`src/rtl/redraw_pkg.sv`:
```
// Shared types and screen constants for the redraw sequencer.
package redraw_pkg;

  localparam int unsigned SCREEN_W = 160;
  localparam int unsigned SCREEN_H = 120;
  localparam int unsigned X_W      = 8;
  localparam int unsigned Y_W      = 7;
  localparam int unsigned C_W      = 3;

  typedef logic [C_W-1:0] colour_t;

  typedef enum logic [1:0] {
    ST_CLEAR = 2'd0,
    ST_START = 2'd1,
    ST_DRAW  = 2'd2,
    ST_IDLE  = 2'd3
  } state_t;

  // One pixel write on the VGA adapter port.
  typedef struct packed {
    logic [X_W-1:0] x;
    logic [Y_W-1:0] y;
    colour_t        colour;
    logic           plot;
  } pixel_t;

endpackage

```
`src/rtl/redraw_ctrl_clear_engine.sv`:
```
// Background sweep counters: x inner, y outer, both wrap to 0 after the
// last pixel. i_start forces a fresh sweep from (0,0).
module clear_engine
  import redraw_pkg::*;
#(
  parameter int unsigned WIDTH  = SCREEN_W,
  parameter int unsigned HEIGHT = SCREEN_H
) (
  input  logic           i_clk,
  input  logic           i_rst_n,
  input  logic           i_start,
  input  logic           i_en,
  output logic [X_W-1:0] o_x,
  output logic [Y_W-1:0] o_y,
  output logic           o_last_c
);

  logic [X_W-1:0] r_x;
  logic [Y_W-1:0] r_y;
  logic           w_x_end;
  logic           w_y_end;

  assign w_x_end  = (r_x == X_W'(WIDTH - 1));
  assign w_y_end  = (r_y == Y_W'(HEIGHT - 1));
  assign o_last_c = w_x_end && w_y_end;
  assign o_x      = r_x;
  assign o_y      = r_y;

  // Advance one pixel per enabled cycle, raster order.
  always_ff @(posedge i_clk or negedge i_rst_n) begin
    if (!i_rst_n) begin
      r_x <= '0;
      r_y <= '0;
    end else if (i_start) begin
      r_x <= '0;
      r_y <= '0;
    end else if (i_en) begin
      if (w_x_end) begin
        r_x <= '0;
        r_y <= w_y_end ? '0 : r_y + Y_W'(1);
      end else begin
        r_x <= r_x + X_W'(1);
      end
    end
  end

endmodule

```
`src/rtl/redraw_ctrl.sv`:
```
// Redraw sequencer owning the VGA write port: background clear, drawer start,
// pixel forwarding and collapsing of moves into one follow-up redraw.
// Optional feature macro: REDRAW_CLEAR_EN (clear the background before every
// redraw, not only after reset).
module redraw_ctrl
  import redraw_pkg::*;
#(
  parameter int unsigned WIDTH     = SCREEN_W,
  parameter int unsigned HEIGHT    = SCREEN_H,
  parameter colour_t     BG_COLOUR = 3'b000
) (
  input  logic           clk,
  input  logic           resetn,
  input  logic           move_valid,
  output logic           draw_start,
  input  logic           draw_done,
  input  logic [X_W-1:0] drw_x,
  input  logic [Y_W-1:0] drw_y,
  input  logic [C_W-1:0] drw_colour,
  input  logic           drw_plot,
  output logic [X_W-1:0] x,
  output logic [Y_W-1:0] y,
  output logic [C_W-1:0] colour,
  output logic           plot,
  output logic           busy,
  output logic           pending
);

`ifdef REDRAW_CLEAR_EN
  localparam state_t REDRAW_ST = ST_CLEAR;
`else
  localparam state_t REDRAW_ST = ST_START;
`endif

  state_t         r_state;
  state_t         w_state_nxt;
  logic           r_pending;
  logic           w_pending_nxt;
  pixel_t         r_pix;
  pixel_t         w_pix_nxt;
  logic           r_draw_start;
  logic           w_draw_start_nxt;
  logic           r_busy;
  logic           w_busy_nxt;
  logic           w_clr_en;
  logic           w_clr_start;
  logic [X_W-1:0] w_clr_x;
  logic [Y_W-1:0] w_clr_y;
  logic           w_clr_last;

  clear_engine #(
    .WIDTH  (WIDTH),
    .HEIGHT (HEIGHT)
  ) u_clear (
    .i_clk    (clk),
    .i_rst_n  (resetn),
    .i_start  (w_clr_start),
    .i_en     (w_clr_en),
    .o_x      (w_clr_x),
    .o_y      (w_clr_y),
    .o_last_c (w_clr_last)
  );

  // State, pending flag and registered VGA/drawer outputs.
  always_ff @(posedge clk or negedge resetn) begin
    if (!resetn) begin
      r_state      <= ST_CLEAR;
      r_pending    <= 1'b0;
      r_pix        <= '0;
      r_draw_start <= 1'b0;
      r_busy       <= 1'b1;
    end else begin
      r_state      <= w_state_nxt;
      r_pending    <= w_pending_nxt;
      r_pix        <= w_pix_nxt;
      r_draw_start <= w_draw_start_nxt;
      r_busy       <= w_busy_nxt;
    end
  end

  // Next state, pending update and output mux.
  always_comb begin
    w_state_nxt      = r_state;
    w_pending_nxt    = r_pending;
    w_pix_nxt        = r_pix;
    w_pix_nxt.plot   = 1'b0;
    w_draw_start_nxt = 1'b0;
    w_clr_en         = 1'b0;
    w_clr_start      = 1'b0;

    case (r_state)
      ST_CLEAR: begin
        w_clr_en         = 1'b1;
        w_pix_nxt.x      = w_clr_x;
        w_pix_nxt.y      = w_clr_y;
        w_pix_nxt.colour = BG_COLOUR;
        w_pix_nxt.plot   = 1'b1;
        if (move_valid) w_pending_nxt = 1'b1;
        if (w_clr_last) w_state_nxt = ST_START;
      end
      ST_START: begin
        w_draw_start_nxt = 1'b1;
        if (move_valid) w_pending_nxt = 1'b1;
        w_state_nxt = ST_DRAW;
      end
      ST_DRAW: begin
        w_pix_nxt.x      = drw_x;
        w_pix_nxt.y      = drw_y;
        w_pix_nxt.colour = drw_colour;
        w_pix_nxt.plot   = drw_plot;
        if (draw_done) begin
          if (r_pending || move_valid) begin
            w_pending_nxt = 1'b0;
            w_state_nxt   = REDRAW_ST;
          end else begin
            w_state_nxt = ST_IDLE;
          end
        end else if (move_valid) begin
          w_pending_nxt = 1'b1;
        end
      end
      ST_IDLE: begin
        if (move_valid) w_state_nxt = REDRAW_ST;
      end
      default: begin
        w_state_nxt = ST_CLEAR;
      end
    endcase

    // Fresh sweep whenever CLEAR is entered from another state.
    w_clr_start = (w_state_nxt == ST_CLEAR) && (r_state != ST_CLEAR);
    w_busy_nxt  = (w_state_nxt != ST_IDLE);
  end

  assign x          = r_pix.x;
  assign y          = r_pix.y;
  assign colour     = r_pix.colour;
  assign plot       = r_pix.plot;
  assign draw_start = r_draw_start;
  assign busy       = r_busy;
  assign pending    = r_pending;

endmodule

```
`config.mk`:
```
export PLATFORM = sky130hd
export DESIGN_NAME = redraw_ctrl
export DESIGN_NICKNAME = d
export VERILOG_FILES = /design/src/rtl/redraw_pkg.sv /design/src/rtl/redraw_ctrl_clear_engine.sv /design/src/rtl/redraw_ctrl.sv
export SDC_FILE = /design/constraint.sdc
export NUM_CORES = 1
export LEC_CHECK = 0
export CAP_MARGIN = 5
export CORE_ASPECT_RATIO = 0.6
export CORE_MARGIN = 1.5
export CORE_UTILIZATION = 30
export DETAILED_ROUTE_END_ITERATION = 12
export GPL_TIMING_DRIVEN = 0
export PLACE_DENSITY_LB_ADDON = 0.15
export SKIP_LAST_GASP = 1
export SYNTH_ARGS = -nofsm -noshare
export SYNTH_HDL_FRONTEND = slang
export SYNTH_SLANG_ARGS = --single-unit
```
`constraint.sdc`:
```
create_clock -name clk -period 5.7 [get_ports clk]
set_clock_uncertainty 0.1 [all_clocks]
set_input_delay 0.855 -clock clk [delete_from_list [all_inputs] [get_ports clk]]
set_output_delay 0.855 -clock clk [all_outputs]
set_load 0.01 [all_outputs]
```
== Word level (Yosys, flattened, before mapping) ==
Cells that the tools add are included.

* Logic and storage cells: 51
* Memory bits (writable): 0
* Bits in latches: 0
* Flip-flop bits (word level): 39
* Input bits: 23
* Memories kept: 0
* Bits in read-only memories: 0

* Mux-type cells: 19
* Magnitude comparators: 0
* Multipliers: 0
* Equality and inequality tests: 7
* $add $sub $neg: 2
* Divide/modulo/power cells: 0
* Bitwise logic cells: 0
* Shift operators: 0
* Reductions and logical operators: 13

{| class="wikitable"
|+ Operator list
! operator !! count
|-
| one-hot mux 19 bit (2 select lines) || 1
|-
| two-way mux 7 bit || 4
|-
| two-way mux 8 bit || 3
|-
| nonzero test 2 bit || 5
|-
| adder 8 x 1 -> 8 bit, second input constant || 1
|-
| equality test 8 bit, second input constant || 1
|-
| two-way mux 2 bit || 4
|-
| one-hot mux 2 bit (4 select lines) || 1
|-
| adder 7 x 1 -> 7 bit, second input constant || 1
|-
| equality test 7 bit, second input constant || 1
|-
| two-way mux 1 bit || 5
|-
| equality test 2 bit, second input constant || 2
|-
| zero test 2 bit || 2
|-
| AND reduction 2 bit || 2
|-
| != test 3 bit, second input constant || 1
|-
| equality test 2 x 1 -> 1 bit, second input constant || 1
|-
| logical AND 1 bit || 2
|-
| != test 2 bit, second input constant || 1
|-
| one-hot mux 1 bit (2 select lines) || 1
|-
| OR reduction 2 bit || 1
|-
| logical OR 1 bit || 1
|}

== Logic depth before layout (Yosys ltp) ==
* Word-level depth: 8
* Gate-level depth with buffers: 6

== By module ==
From an unflattened synthesis, not the netlist that was laid out.

* Cells, all modules: 186
* Area total of the unflattened synthesis: 1945.6 µm²

{| class="wikitable"
|+ By module, submodules not included
! module !! cells an instance !! area each (µm²) !! instances !! seq. area each (µm²)
|-
| redraw_ctrl || 98 || 1088.5 || 1 || 601.8
|-
| clear_engine || 88 || 857.1 || 1 || 375.4
|}

== Worst setup path before layout ==
OpenSTA, ideal clock, no wires.

* Path kind: reg2reg
* Start: register u_clear.r_x[5] (netlist: u_clear.o_x[5])
* End: register u_clear.r_y[6] (netlist: u_clear.o_y[6])
* Required time: 5473 ps
* Path buffers: 0
* Setup slack: 3842 ps
* Arrival time: 1630 ps
* Stages on the path, launching flop included: 5
* Clock period less this slack: 1858 ps
* Cells stage by stage: dfrtp_1 or3b_4 or3_4 nor2_2 mux2_1

* Cells in the longest elaborated chain, start to end: 8
* Elaborated cells between the ends (all ways): 10
* Classes of those cells: eq/ne: 1; mux: 3; reduce/logical: 6

{| class="wikitable"
|+ Ends and longest elaborated chain
! item !! RTL line !! source
|-
| from (decl) || redraw_ctrl_clear_engine.sv:18 || <nowiki>logic [X_W-1:0] r_x;</nowiki>
|-
| from (signal assigned) || redraw_ctrl_clear_engine.sv:42 || <nowiki>r_x <= r_x + X_W'(1);</nowiki>
|-
| equality test 8 bit (*) || redraw_ctrl_clear_engine.sv:23 || <nowiki>assign w_x_end = (r_x == X_W'(WIDTH - 1));</nowiki>
|-
| logical AND 1 bit || redraw_ctrl_clear_engine.sv:25 || <nowiki>assign o_last_c = w_x_end && w_y_end;</nowiki>
|-
| two-way mux 2 bit || redraw_ctrl.sv:99 || <nowiki>if (w_clr_last) w_state_nxt = ST_START;</nowiki>
|-
| one-hot mux 2 bit (4 select lines) || redraw_ctrl.sv:91 || <nowiki>case (r_state)</nowiki>
|-
| zero test 2 bit || redraw_ctrl.sv:131 || <nowiki>w_clr_start = (w_state_nxt == ST_CLEAR) && (r_state != ST_CLEAR);</nowiki>
|-
| logical AND 1 bit || redraw_ctrl.sv:131 ||
|-
| nonzero test 2 bit (no line) || n/a ||
|-
| AND reduction 2 bit (no line) || n/a ||
|-
| to (signal assigned) || redraw_ctrl_clear_engine.sv:40 || <nowiki>r_y <= w_y_end ? '0 : r_y + Y_W'(1);</nowiki>
|-
| to (decl) || redraw_ctrl_clear_engine.sv:19 || <nowiki>logic [Y_W-1:0] r_y;</nowiki>
|}

Mark *: on every way between the ends. The rest lies on a longest branch, timed or not.
A chain may end at the register's enable or synchronous reset.

== Final worst setup path ==
* Start: register r_busy (netlist: busy)
* End: output busy

{| class="wikitable"
|+ RTL lines
! item !! RTL line !! source
|-
| from (decl) || redraw_ctrl.sv:43 || <nowiki>logic r_busy;</nowiki>
|-
| from (signal assigned) || redraw_ctrl.sv:77 || <nowiki>r_busy <= w_busy_nxt;</nowiki>
|-
| to (decl) || redraw_ctrl.sv:25 || <nowiki>output logic busy,</nowiki>
|}

No word-level cell between the ends.

==> results summary <==
The initial antenna violation count is 0. At the placement stage, the worst setup path has a slack of 3.68 ns. Timing would allow up to 0.438 GHz. The number of cells produced by synthesis came out at approximately 170. The post-detailed-route wirelength per cell is 14.0 um. Traced cell by cell, the critical path runs through clkdlybuf4s50_1. Summed over all cells, the static leakage comes to about 1.0 nW.

After the last flow step, the layout net total stands at 248. The number of max-slew violations in the final report is 0. The number of remaining DRC errors is 0. The shortest clock period the worst path allows after layout is about 2.3 ns.

The clock insertion delay at the later pin of the skew report is 0.29 ns. In this design, the largest share of critical-path delay is due to flip-flops. The top cell types in the final layout, fill and taps aside, are 43 x sky130_fd_sc_hd__clkdlybuf4s50_1, 38 x sky130_fd_sc_hd__dfrtp_1, 33 x sky130_fd_sc_hd__nand2_1.

Across all setup checks in the final design, the least slack found is 3.41 ns. Summing all multi-input logic gate instances after layout gives 774 um2. Data on the critical path arrives at its endpoint at 1.33 ns.

The net count after synthesis is 196. The peak fanout along the critical path came out at 1. The violation count after the first detailed-routing iteration came out at around 70.

The count of antenna diodes in the layout came out at 0. The number of buffers added by the clock tree synthesis step came out at 5. The power density normalized to cell area came out at around 420 mW/mm2. In this run the worst hold path is classified as in -> async. For this run, the register share of the synthesized area comes to 54.5%. The final core area utilization came out at 43.7%. After layout, the design draws a total of 1.05 mW. The transition time at the pin with the least slew margin is about 0.7 ns.

The unique cell type count in the Yosys netlist is 37. The full die area came out at between 0.006 and 0.007 mm2. The number of maximum-capacitance violations came out at 0. The number of setup buffers added after CTS is 0.

Leaving out fill and tap cells, the most frequent cell in the layout is sky130_fd_sc_hd__clkdlybuf4s50_1. The number of hold buffers added after CTS was 0. After filler insertion, the fill cell instance count of the layout stands at 559.

The count of buffer and inverter cells on the critical path is 1. The global placer's final weighted congestion is between 0.7 and 0.8. The initial core utilization came out at 31.6%. In this run the remaining antenna-violating nets after routing total 0.

The count of final hold-check violations is 0. The maximum ir drop on the vdd rail is 0.205 mV. The cell row count is 21.

The height of the chip is between 60 and 70 um. The detailed-route vias per instance came out at 4.52. Ranked by total cell area, the synthesized netlist is headed by sky130_fd_sc_hd__dfrtp_1 53%, sky130_fd_sc_hd__mux2i_1 8.9%, sky130_fd_sc_hd__nand2_1 6.9%, sky130_fd_sc_hd__o21ai_0 5.0%, sky130_fd_sc_hd__xnor2_1 2.0%. The number of register bits inferred by synthesis is 39.

The pin count of the biggest net entering global routing came out at 33. The die extent in x came out at 103 um. The detailed router placed between 1000 and 1500 vias in this run.

The final routed wirelength across all metal layers is between 4000 and 5000 um. The data required time at the worst endpoint came out at roughly 4.7 ns. The pre-antenna-repair detailed-routing pass consisted of 6 iterations. The first-pass GRT wire length came out at between 6000 and 7000 um. The setup TNS is 0 ns. The worst setup path is captured at an output port.

The count of placed standard cells in the final layout, fillers left out is a little over 300. The final count of negative-setup-slack endpoints came out at 0. The timing startpoint of the critical path is busy.

The via count of the first global-routing pass is roughly 1300. In the final layout, flip-flops and latches occupy 977 um2. The global-route congestion overflow total is 0. The maximum level of the CTS H-tree came out at 2. The final critical-path share of the clock period is around two fifths. The signed area change from the synthesized netlist to the final layout came out at 38.4%. The clock transition at the registers of the reported paths came out at 0.07 ns.

Once detailed placement completed, the half-perimeter wirelength came to 3070 um. The worst setup path is of the reg -> out kind. On the worst path, the slowest cell contributes a delay of ~0.52 ns. The total number of clock tree sinks came out at 39. The summed instance area of the synthesized netlist is between 0.0015 and 0.002 mm2.

The CTS tree is built. The I/O pin count came out at 45. The worst pin sits at a relative slew slack of 52.9%. The cell type contributing the most total cell area after synthesis is sky130_fd_sc_hd__dfrtp_1.

No sink is reached through more buffers than the 2 on the longest clock path. The share of final-layout standard cells stronger than drive strength 1 came out at about 7.6%. The worst setup path is launched from a flip-flop. After floorplanning, the core was sized to cover 0.00568 mm2.

The post-synthesis average cell area came out at 10.5 um2. The count of buffers inserted at the top-level ports came out at 44. The count of instances resized after the clock tree is built came out at 0. Including well taps, the total number of placed cells is between 200 and 300.

The synthesis warning total is 0. Of the post-synthesis cell area, the dominant cell type holds 53.0%. The startpoint identified for the worst register-to-register timing path is u_clear.o_x[0]. The run finished with clean final reports.

For this design, the slowest cell found on the critical path is sky130_fd_sc_hd__dfstp_2. Setup repair after global routing left no endpoint under its margin. The buffer type at the clock tree root is sky130_fd_sc_hd__clkbuf_8. The overall track demand over capacity in global routing is 14.5%.
## stage by stage
step                cell area, um2  hold WS [ns]
finish                        2480         0.309
CTS                           2480         0.305
global route                  2480         0.313
global placement              2330         0.376
floorplan                     1790         0.383
detailed placement            2350         0.377
## logic make-up after synthesis
group                      count (synthesis)  share of synthesized area, %
AOI/OAI and AO/OA                         33                          10.9
xor gates and xnor gates                   4                          1.95
muxes                                     18                          10.2
DFF                                       39                          54.5
buffers and inverters                      9                          2.37
adders and majority gates                  2                          1.39
and+or+nand+nor                           66                          18.7
## area by class of cell
type,count,share of cell area [%]
inverters,1,0.151
repair buffers,45,18.3
well taps,80,4.03
clock buffers,6,2.92
plain buffers,8,1.56
clock inverters,2,2.42
multi-input cells,123,31.2
flip-flops and latches,39,39.4
## synth_stat cells
cell type,number
sky130_fd_sc_hd__nor3_1,3
sky130_fd_sc_hd__nand4b_1,1
sky130_fd_sc_hd__a21oi_1,6
sky130_fd_sc_hd__or3b_4,1
sky130_fd_sc_hd__and3_1,1
sky130_fd_sc_hd__nor2_1,8
sky130_fd_sc_hd__nor3_4,1
sky130_fd_sc_hd__o211ai_1,1
sky130_fd_sc_hd__or2_1,2
sky130_fd_sc_hd__dfrtp_1,38
sky130_fd_sc_hd__and4_1,1
sky130_fd_sc_hd__clkbuf_1,5
sky130_fd_sc_hd__nor2_2,1
sky130_fd_sc_hd__nand2_1,33
sky130_fd_sc_hd__or3_1,1
sky130_fd_sc_hd__nand3_1,2
sky130_fd_sc_hd__mux2_1,2
sky130_fd_sc_hd__o22ai_1,1
sky130_fd_sc_hd__a21bo_1,2
sky130_fd_sc_hd__nand4_1,4
sky130_fd_sc_hd__xnor2_1,4
sky130_fd_sc_hd__or3_4,1
sky130_fd_sc_hd__inv_1,1
sky130_fd_sc_hd__ha_1,2
sky130_fd_sc_hd__buf_2,1
sky130_fd_sc_hd__a21o_1,1
sky130_fd_sc_hd__and4_2,1
sky130_fd_sc_hd__dfstp_2,1
sky130_fd_sc_hd__buf_6,1
sky130_fd_sc_hd__nor2b_1,3
sky130_fd_sc_hd__o21ai_0,18
sky130_fd_sc_hd__buf_1,1
sky130_fd_sc_hd__nor3b_1,1
sky130_fd_sc_hd__o2bb2ai_1,1
sky130_fd_sc_hd__mux2i_1,16
sky130_fd_sc_hd__nand3b_1,1
sky130_fd_sc_hd__a22o_1,3
## where the power goes
part           leakage, nW  switching (mW)  internal, mW
Clock               0.0654          0.0970         0.175
Sequential           0.504          0.0693         0.360
Combinational        0.461           0.166         0.185
## state kept, by name (all words and copies together), names as in the netlist
signal	cells
u_clear.o_x	8
x	8
u_clear.o_y	7
y	7
colour	3
r_state	2
busy	1
draw_start	1
pending	1
plot	1
## worst paths after layout
check | slack (ns) | end | cells after the start
max reg2reg | 3.68 | u_clear.o_y[6] | 5
max | 3.41 | busy | 1
min in group clk | 0.39 | y[4] | 2
min | 0.31 | pending | 1
max in group asynchronous | 4.71 | busy | 2
min reg2reg | 0.39 | y[4] | 2
## layer usage
metal	track usage, %	part of all wire (%)
met2	18.2	38
met3	4.14	4.8
met1	23.9	57
met5	0	0
met4	3.04	0.59
(Power assumes the default switching activity.)
